$ cat src/rtl/edge_counter_mc.sv
// Multi-channel edge counter: synchronised inputs, per-channel polarity, request/valid read port.
// Optional compare interrupt enabled by defining EDGE_COUNTER_MC_IRQ_EN.
module edge_counter_mc #(
  parameter int unsigned NUM_CH      = 4,
  parameter int unsigned CNT_W       = 16,
  parameter int unsigned SYNC_STAGES = 2,
  parameter int unsigned SATURATE    = 0
) (
  input  logic              clk,
  input  logic              rst,
  input  logic [NUM_CH-1:0] sig_in,
  input  logic              cfg_we,
  input  logic [2:0]        cfg_ch,
  input  logic [1:0]        cfg_mode,
`ifdef EDGE_COUNTER_MC_IRQ_EN
  input  logic              cmp_we,
  input  logic [CNT_W-1:0]  cmp_data,
`endif
  input  logic              rd_req,
  input  logic [2:0]        rd_ch,
  input  logic              rd_clr,
  output logic              rd_valid,
  output logic [CNT_W-1:0]  rd_data,
  output logic              rd_ovf,
  output logic              irq
);

  typedef enum logic [1:0] {
    MODE_OFF  = 2'b00,
    MODE_RISE = 2'b01,
    MODE_FALL = 2'b10,
    MODE_BOTH = 2'b11
  } mode_t;

  logic [NUM_CH-1:0] sync_q [SYNC_STAGES];
  logic [NUM_CH-1:0] sync_last;
  logic [NUM_CH-1:0] hist_q;
  logic [NUM_CH-1:0] rise_v;
  logic [NUM_CH-1:0] fall_v;
  logic [NUM_CH-1:0] edge_inc;
  logic [NUM_CH-1:0] inc_q;
  mode_t             mode_q  [NUM_CH];
  logic [CNT_W-1:0]  cnt_q   [NUM_CH];
  logic [CNT_W-1:0]  cnt_nxt [NUM_CH];
  logic [NUM_CH-1:0] cnt_max;
  logic [NUM_CH-1:0] ovf_q;
  logic [NUM_CH-1:0] cfg_sel;
  logic [NUM_CH-1:0] clr_sel;
  logic [CNT_W-1:0]  rd_cnt;
  logic              rd_ovf_sel;

  assign sync_last = sync_q[SYNC_STAGES-1];
  assign rise_v    = sync_last & ~hist_q;
  assign fall_v    = ~sync_last & hist_q;

  always_ff @(posedge clk or posedge rst) begin
    if (rst) begin
      for (int unsigned s = 0; s < SYNC_STAGES; s++) sync_q[s] <= '0;
      hist_q <= '0;
      inc_q  <= '0;
    end else begin
      sync_q[0] <= sig_in;
      for (int unsigned s = 1; s < SYNC_STAGES; s++) sync_q[s] <= sync_q[s-1];
      hist_q <= sync_last;
      inc_q  <= edge_inc;
    end
  end

  // Mode is applied at detection, so a same-cycle mode write only affects later edges.
  always_comb begin
    edge_inc = '0;
    for (int unsigned i = 0; i < NUM_CH; i++) begin
      case (mode_q[i])
        MODE_RISE: edge_inc[i] = rise_v[i];
        MODE_FALL: edge_inc[i] = fall_v[i];
        MODE_BOTH: edge_inc[i] = rise_v[i] | fall_v[i];
        default:   edge_inc[i] = 1'b0;
      endcase
    end
  end

  always_comb begin
    cfg_sel    = '0;
    clr_sel    = '0;
    cnt_max    = '0;
    rd_cnt     = '0;
    rd_ovf_sel = 1'b0;
    for (int unsigned i = 0; i < NUM_CH; i++) begin
      cfg_sel[i] = cfg_we && (32'(cfg_ch) == i);
      clr_sel[i] = rd_req && rd_clr && (32'(rd_ch) == i);
      cnt_max[i] = &cnt_q[i];
      if (cnt_max[i]) cnt_nxt[i] = (SATURATE != 0) ? cnt_q[i] : '0;
      else            cnt_nxt[i] = cnt_q[i] + CNT_W'(1);
      if (32'(rd_ch) == i) begin
        rd_cnt     = cnt_q[i];
        rd_ovf_sel = ovf_q[i];
      end
    end
  end

  always_ff @(posedge clk or posedge rst) begin
    if (rst) begin
      for (int unsigned i = 0; i < NUM_CH; i++) begin
        cnt_q[i]  <= '0;
        mode_q[i] <= MODE_OFF;
      end
      ovf_q <= '0;
    end else begin
      for (int unsigned i = 0; i < NUM_CH; i++) begin
        // A clear coinciding with a countable edge restarts at 1 so the edge is kept.
        if (clr_sel[i]) begin
          cnt_q[i] <= inc_q[i] ? CNT_W'(1) : '0;
          ovf_q[i] <= 1'b0;
        end else if (inc_q[i]) begin
          cnt_q[i] <= cnt_nxt[i];
          if (cnt_max[i]) ovf_q[i] <= 1'b1;
        end
        if (cfg_sel[i]) mode_q[i] <= mode_t'(cfg_mode);
      end
    end
  end

  always_ff @(posedge clk or posedge rst) begin
    if (rst) begin
      rd_valid <= 1'b0;
      rd_data  <= '0;
      rd_ovf   <= 1'b0;
    end else begin
      rd_valid <= rd_req;
      if (rd_req) begin
        rd_data <= rd_cnt;
        rd_ovf  <= rd_ovf_sel;
      end
    end
  end

`ifdef EDGE_COUNTER_MC_IRQ_EN
  logic [CNT_W-1:0]  cmp_q [NUM_CH];
  logic [NUM_CH-1:0] pend_q;

  always_ff @(posedge clk or posedge rst) begin
    if (rst) begin
      for (int unsigned i = 0; i < NUM_CH; i++) cmp_q[i] <= '1;
      pend_q <= '0;
    end else begin
      for (int unsigned i = 0; i < NUM_CH; i++) begin
        if (cmp_we && (32'(cfg_ch) == i)) cmp_q[i] <= cmp_data;
        if (clr_sel[i]) begin
          pend_q[i] <= inc_q[i] && (cmp_q[i] == CNT_W'(1));
        end else if (inc_q[i] && (cnt_nxt[i] != cnt_q[i]) && (cnt_nxt[i] == cmp_q[i])) begin
          pend_q[i] <= 1'b1;
        end
      end
    end
  end

  assign irq = |pend_q;
`else
  assign irq = 1'b0;
`endif

endmodule
$ cat config.mk
export PLATFORM = sky130hd
export DESIGN_NAME = edge_counter_mc
export DESIGN_NICKNAME = d
export VERILOG_FILES = /design/src/rtl/edge_counter_mc.sv
export SDC_FILE = /design/constraint.sdc
export NUM_CORES = 1
export LEC_CHECK = 0
export BUFFER_PORTS_ARGS = -buffer_cell sky130_fd_sc_hd__buf_4
export CAP_MARGIN = 5
export CORE_ASPECT_RATIO = 1.1
export CORE_MARGIN = 2
export CORE_UTILIZATION = 35
export DETAILED_ROUTE_END_ITERATION = 10
export GPL_TIMING_DRIVEN = 0
export HOLD_SLACK_MARGIN = 0.02
export PLACE_DENSITY = 0.56
export SYNTH_ARGS = -nofsm -noshare
export SYNTH_HDL_FRONTEND = slang
export SYNTH_SLANG_ARGS = --single-unit
$ cat constraint.sdc
create_clock -name clk -period 3.4 [get_ports clk]
set_clock_uncertainty 0.05 [all_clocks]
set_input_delay 0.68 -clock clk [delete_from_list [all_inputs] [get_ports clk]]
set_output_delay 0.68 -clock clk [all_outputs]
set_load 0.1 [all_outputs]
Yosys cells after proc, flatten, opt, wreduce, memory -nomap -nowiden. Index checks and enable logic that the tools add are counted.

Register bits: 110. Bits in latches: 0. Memory bits (writable): 0. ROM bits: 0. Input port bits: 17. Logic and storage cells: 116. Memories: 0.

Add/subtract/negate cells: 4. Multipliers: 0. Div/mod/pow operators: 0. $lt $le $gt $ge: 0. Eq/ne operators: 18. Shift operators: 0. Mux-type cells: 40. Bitwise logic cells: 8. Reductions and logical operators: 27.

Operators with widths (count): two-way mux 16 bit (16); adder 16 x 1 -> 16 bit (second input constant) (4); AND reduction 16 bit (4); two-way mux 1 bit (20); equality test 2 bit (second input constant) (8); nonzero test 2 bit (8); equality test 3 x 2 -> 1 bit (second input constant) (4); case mux 1 bit (3 select lines) (4); logical AND 1 bit (9); AND 4 bit (2); equality test 2 x 1 -> 1 bit (second input constant) (4); NOT 4 bit (2); AND reduction 2 bit (4); equality test 3 x 1 -> 1 bit (second input constant) (2); logical NOT 3 bit (2); bitwise OR 1 bit (4).

Logic depth before layout (Yosys ltp).
Word-level depth: 5. Mapped depth: 8.

Worst setup path before layout. No wires, ideal clock.

Path type: in2reg. Start point: input port rd_req. End point: register cnt_q[31] (netlist bit). Setup time: 69 ps. Arrival time: 2013 ps. Data required time: 3281 ps. Setup slack: 1269 ps. Stages: 7. Path through: buf_2 -> and3b_1 -> buf_4 -> and2_1 -> clkbuf_1 -> or4_1 -> nand3_1.

Word-level cells in the longest chain between the ends: 3. Elaborated cells on any way between the ends: 4.

RTL lines: start: declaration (RTL line 19) `input logic rd_req,`; logical AND 1 bit * (2 in a row) (RTL line 90) `clr_sel[i] = rd_req && rd_clr && (32'(rd_ch) == i);`; two-way mux 16 bit / nonzero test 2 bit (equally long branches); end signal: indexed assignment (RTL line 112) `cnt_q[i] <= inc_q[i] ? CNT_W'(1) : '0;`; end signal: indexed assignment (RTL line 115) `cnt_q[i] <= cnt_nxt[i];`; end: declaration (RTL line 43) `logic [CNT_W-1:0] cnt_q [NUM_CH];`.

Every way passes the cells marked *; elsewhere a longest branch is shown, timed or not. A chain may end at the register's enable or synchronous reset.

Worst setup path after layout.
Start point: register cnt_q[32] (netlist bit). End point: register cnt_q[36] (netlist bit).

Word-level cells in the longest chain between the ends: 4. Elaborated cells on any way between the ends: 5.

RTL lines: adder 16 x 1 -> 16 bit / AND reduction 16 bit (equally long branches) (RTL line 93, 91); two-way mux 16 bit * (RTL line 92) `if (cnt_max[i]) cnt_nxt[i] = (SATURATE != 0) ? cnt_q[i] : '0;`; two-way mux 16 bit * (RTL line 114) `end else if (inc_q[i]) begin`; two-way mux 16 bit * (RTL line 111) `if (clr_sel[i]) begin`.

Every way passes the cells marked *; elsewhere a longest branch is shown, timed or not. The select of a mux whose other input is x is not followed.

==> key figures <==
Setup path
  • Worst Setup End Kind: flop
  • Worst r2r src: cnt_q[32]
  • FF-to-FF path depth: 7
  • Slowest CP cell: nor4_1
  • Setup crit start kind: flop
  • CP Data Arrival Time: 2460 ps
  • Delay-heaviest family, CP: simple AND/OR/NAND/NOR gates
  • Buf/Inv on CP: 1
  • Crit-path max cell delay: 570 ps
  • Crit Path Max Fanout: 10
  • Crit Path Class: flop to flop
  • Required @ worst endpoint: around 3600 ps
  • Reg2Reg Setup Slack: 1140 ps
  • FF-to-FF End: cnt_q[36]
  • Critical Path, Cell by Cell: ha_1 -> nand3_1 -> nor4_1 -> nand2_1 -> o21ai_0 -> buf_2 -> nor2_1

Timing
  • Slew Limit Headroom: 48.4%
  • Fin Hold WS: 302 ps
  • Slew Viols, Final: 0
  • Final Hold Fails: 0
  • Setup ws final: between 1000 and 1500 ps
  • Post-layout min period: 2260 ps
  • RSZ-0062 raised after global routing: false
  • Maximum clock frequency: 442 MHz
  • Setup TNS: 0 ps
  • Setup-failing EPs final: 0
  • Fin crit share: 66.6%
  • Worst slew pin tran: 773 ps

Power
  • Leakage power: 2.83 nW
  • Overall Power: 3.70 mW
  • Worst VDD drop: 0.295 mV
  • Pwr Density: 565 nW/µm²

Route
  • Final wirelength: 13.3 mm
  • Initial drt markers: 321
  • Vias/cell: 5.22
  • Drt wl/cell: between 15 and 20 µm
  • DRC viols: 0
  • Router iterations before antenna repair: 4
  • DR vias: 4,419
  • Post-route ant nets: 0

Floorplanning
  • Row cnt: 48
  • Initial Utilization: 36.0%
  • Die Wd: 126 µm
  • I/O pin total: 36
  • Area of the core: roughly 16,000 µm²
  • Die footprint: 17,300 µm²
  • Die span in y: 138 µm

Yosys
  • Synth top area share: between 40% and 50%
  • Synthesized cell area: 5690 µm²
  • Seq/Total Area, Yosys: roughly half
  • Yosys top cell by area: dfrtp_1
  • Most common cell in the netlist: dfrtp_1
  • Syn_area_per_cell: 9.55 µm²
  • Most frequent cells after synthesis: dfrtp_1 (110), nor2_1 (101), a21oi_1 (49)
  • FFs w/ async S/R, synth: 100%
  • Synth top area cells: dfrtp_1 (48%), nor2_1 (6.7%), xnor2_1 (5.2%), a21oi_1 (4.3%), mux2i_1 (3.7%)
  • Synth Register Bits: 110
  • Synth Warn #: 0
  • Synth Instances: 596
  • Netlist cell types: 54
  • Mapped Nets: between 600 and 700
  • Top FF cell, synth: dfrtp_1
  • Number of synthesized flops with an enable pin: 0

CTS
  • CTS tree: done
  • CTS H-tree lvls: 3
  • Clock Latency Late Sink: 360 ps
  • CTS Buf Count: 9
  • Clock transition at path regs: 80 ps
  • Clk buf depth: 2
  • Post_cts resized: 0
  • Post CTS Setup Buffer Count: 0
  • TritonCTS Sinks: 110
  • Hold buffer count at CTS: 0
  • Root Driver: clkbuf_16

Run
  • Max capacitance violation total: 0

Placed design
  • DP Worst Slack: 929 ps
  • Routability Congestion: between 0.8 and 0.9
  • IO Port Bufs: 33
  • HPWL after DPL: 9.86 mm

Status
  • Status: complete, no violations

Layout
  • Area delta synth->final: 14.9%
  • # nets final: ~670
  • Layout cells sized above 1: 12.7%
  • Number of diodes: 0

GRT
  • Pin count of the biggest net entering global routing: 42
  • Total grt overflow: 0
  • Antenna violations before repair: 0
  • Vias in the first global route: 4,491
  • GRT Total Usage: between 15 and 20%
  • First-pass GRT wire length: 22.3 mm

Min path
  • WHS Endpoint: sync_last[2]
  • Worst Hold Class: flop to flop
  • WHS Path Cells: 0
  • Min-delay src: sync_q[6]
==> worst reg2reg max path, stage by stage (launching register included) <==
cell     delay, ps
dfrtp_1        450
ha_1           220
nand3_1         90
nor4_1         570
nand2_1        170
o21ai_0        250
buf_2          270
nor2_1          70
==> power by group <==
| group | internal [mW] | total (mW) | switching [mW] |
|---|---|---|---|
| clock network | 0.582 | 1.10 | 0.514 |
| logic | 0.308 | 0.854 | 0.545 |
| registers | 1.50 | 1.75 | 0.241 |
==> per-stage QoR <==
| stage | utilization, % | cell area, µm² | instances |
|---|---|---|---|
| floorplan | - | 5690 | 596 |
| global placement | 39.2 | 6190 | 829 |
| detailed placement | 39.4 | 6230 | 831 |
| CTS | 41.4 | 6540 | 847 |
| global route | 41.4 | 6540 | 847 |
| finish | 41.4 | 6540 | 847 |
==> routing by layer <==
metal  global-route usage [%]  share of wire, %  routed length [µm]
met5                        0                 0                   0
met3                     3.42               3.7                 498
met4                     4.57              0.82                 109
met1                     20.3                45                6030
met2                     28.1                50                6700
==> layout by cell type, fill, tap and decap left out, types with 3 or more instances in the layout <==
cell type / count
mux2_2: 8
and4_1: 3
nor3b_1: 5
clkbuf_1: 13
a21oi_1: 49
xnor2_1: 34
nand3_1: 23
nor4b_1: 5
clkbuf_16: 9
nand2_1: 39
or3_1: 5
xor2_1: 13
and3_1: 3
buf_4: 36
mux2i_1: 21
buf_2: 9
nor2b_1: 3
nor3_1: 15
a2bb2oi_1: 18
nor4_1: 8
ha_1: 12
nand4_1: 15
inv_1: 20
nand2b_1: 3
o21ai_0: 16
dfrtp_1: 110
clkinvlp_4: 4
nor2_1: 101
and2_1: 6
==> area by class of cell <==
type	count	area [µm²]
Fill cell	1580	9260
Sequential cell	110	2750
Multi-Input combinational cell	435	2710
Timing Repair Buffer	35	288
Tap cell	200	250
Clock buffer	9	225
Buffer	30	151
Inverter	21	82.6
Clock inverter	7	81.3
==> registers in the layout, indices dropped and copies added, names as in the netlist <==
register   flops
inc_q          4
sync_last      4
rd_ovf         1
hist_q         4
ovf_q          4
sync_q         4
cnt_q         64
rd_data       16
mode_q         8
rd_valid       1
==> logic make-up (layout without fill, tap and decap cells) <==
family	after synthesis	in the layout	share of synthesized area, %
muxes	29	29	5.28
AOI/OAI and AO/OA	99	99	10.9
adders and majority gates	12	12	2.64
DFF	110	110	48.4
other	1	1	0.0659
and+or+nand+nor	247	247	21.4
xor gates and xnor gates	47	47	7.24
buffers and inverters	51	102	4.05
==> worst max-delay path by stage <==
stage | from | end | slack [ps] | cells after the start
final | cnt_q[32] | cnt_q[36] | 1140 | 7
after global routing | cnt_q[32] | cnt_q[40] | 870 | 7
after CTS | cnt_q[32] | cnt_q[36] | 1140 | 7
after detailed placement | rd_req | cnt_q[31] | 930 | 8
after global placement | rst | cnt_q[11] | 570 | 2
after floorplan | rd_req | cnt_q[31] | 1270 | 7
No activity file was read; power rests on OpenSTA's default activity.
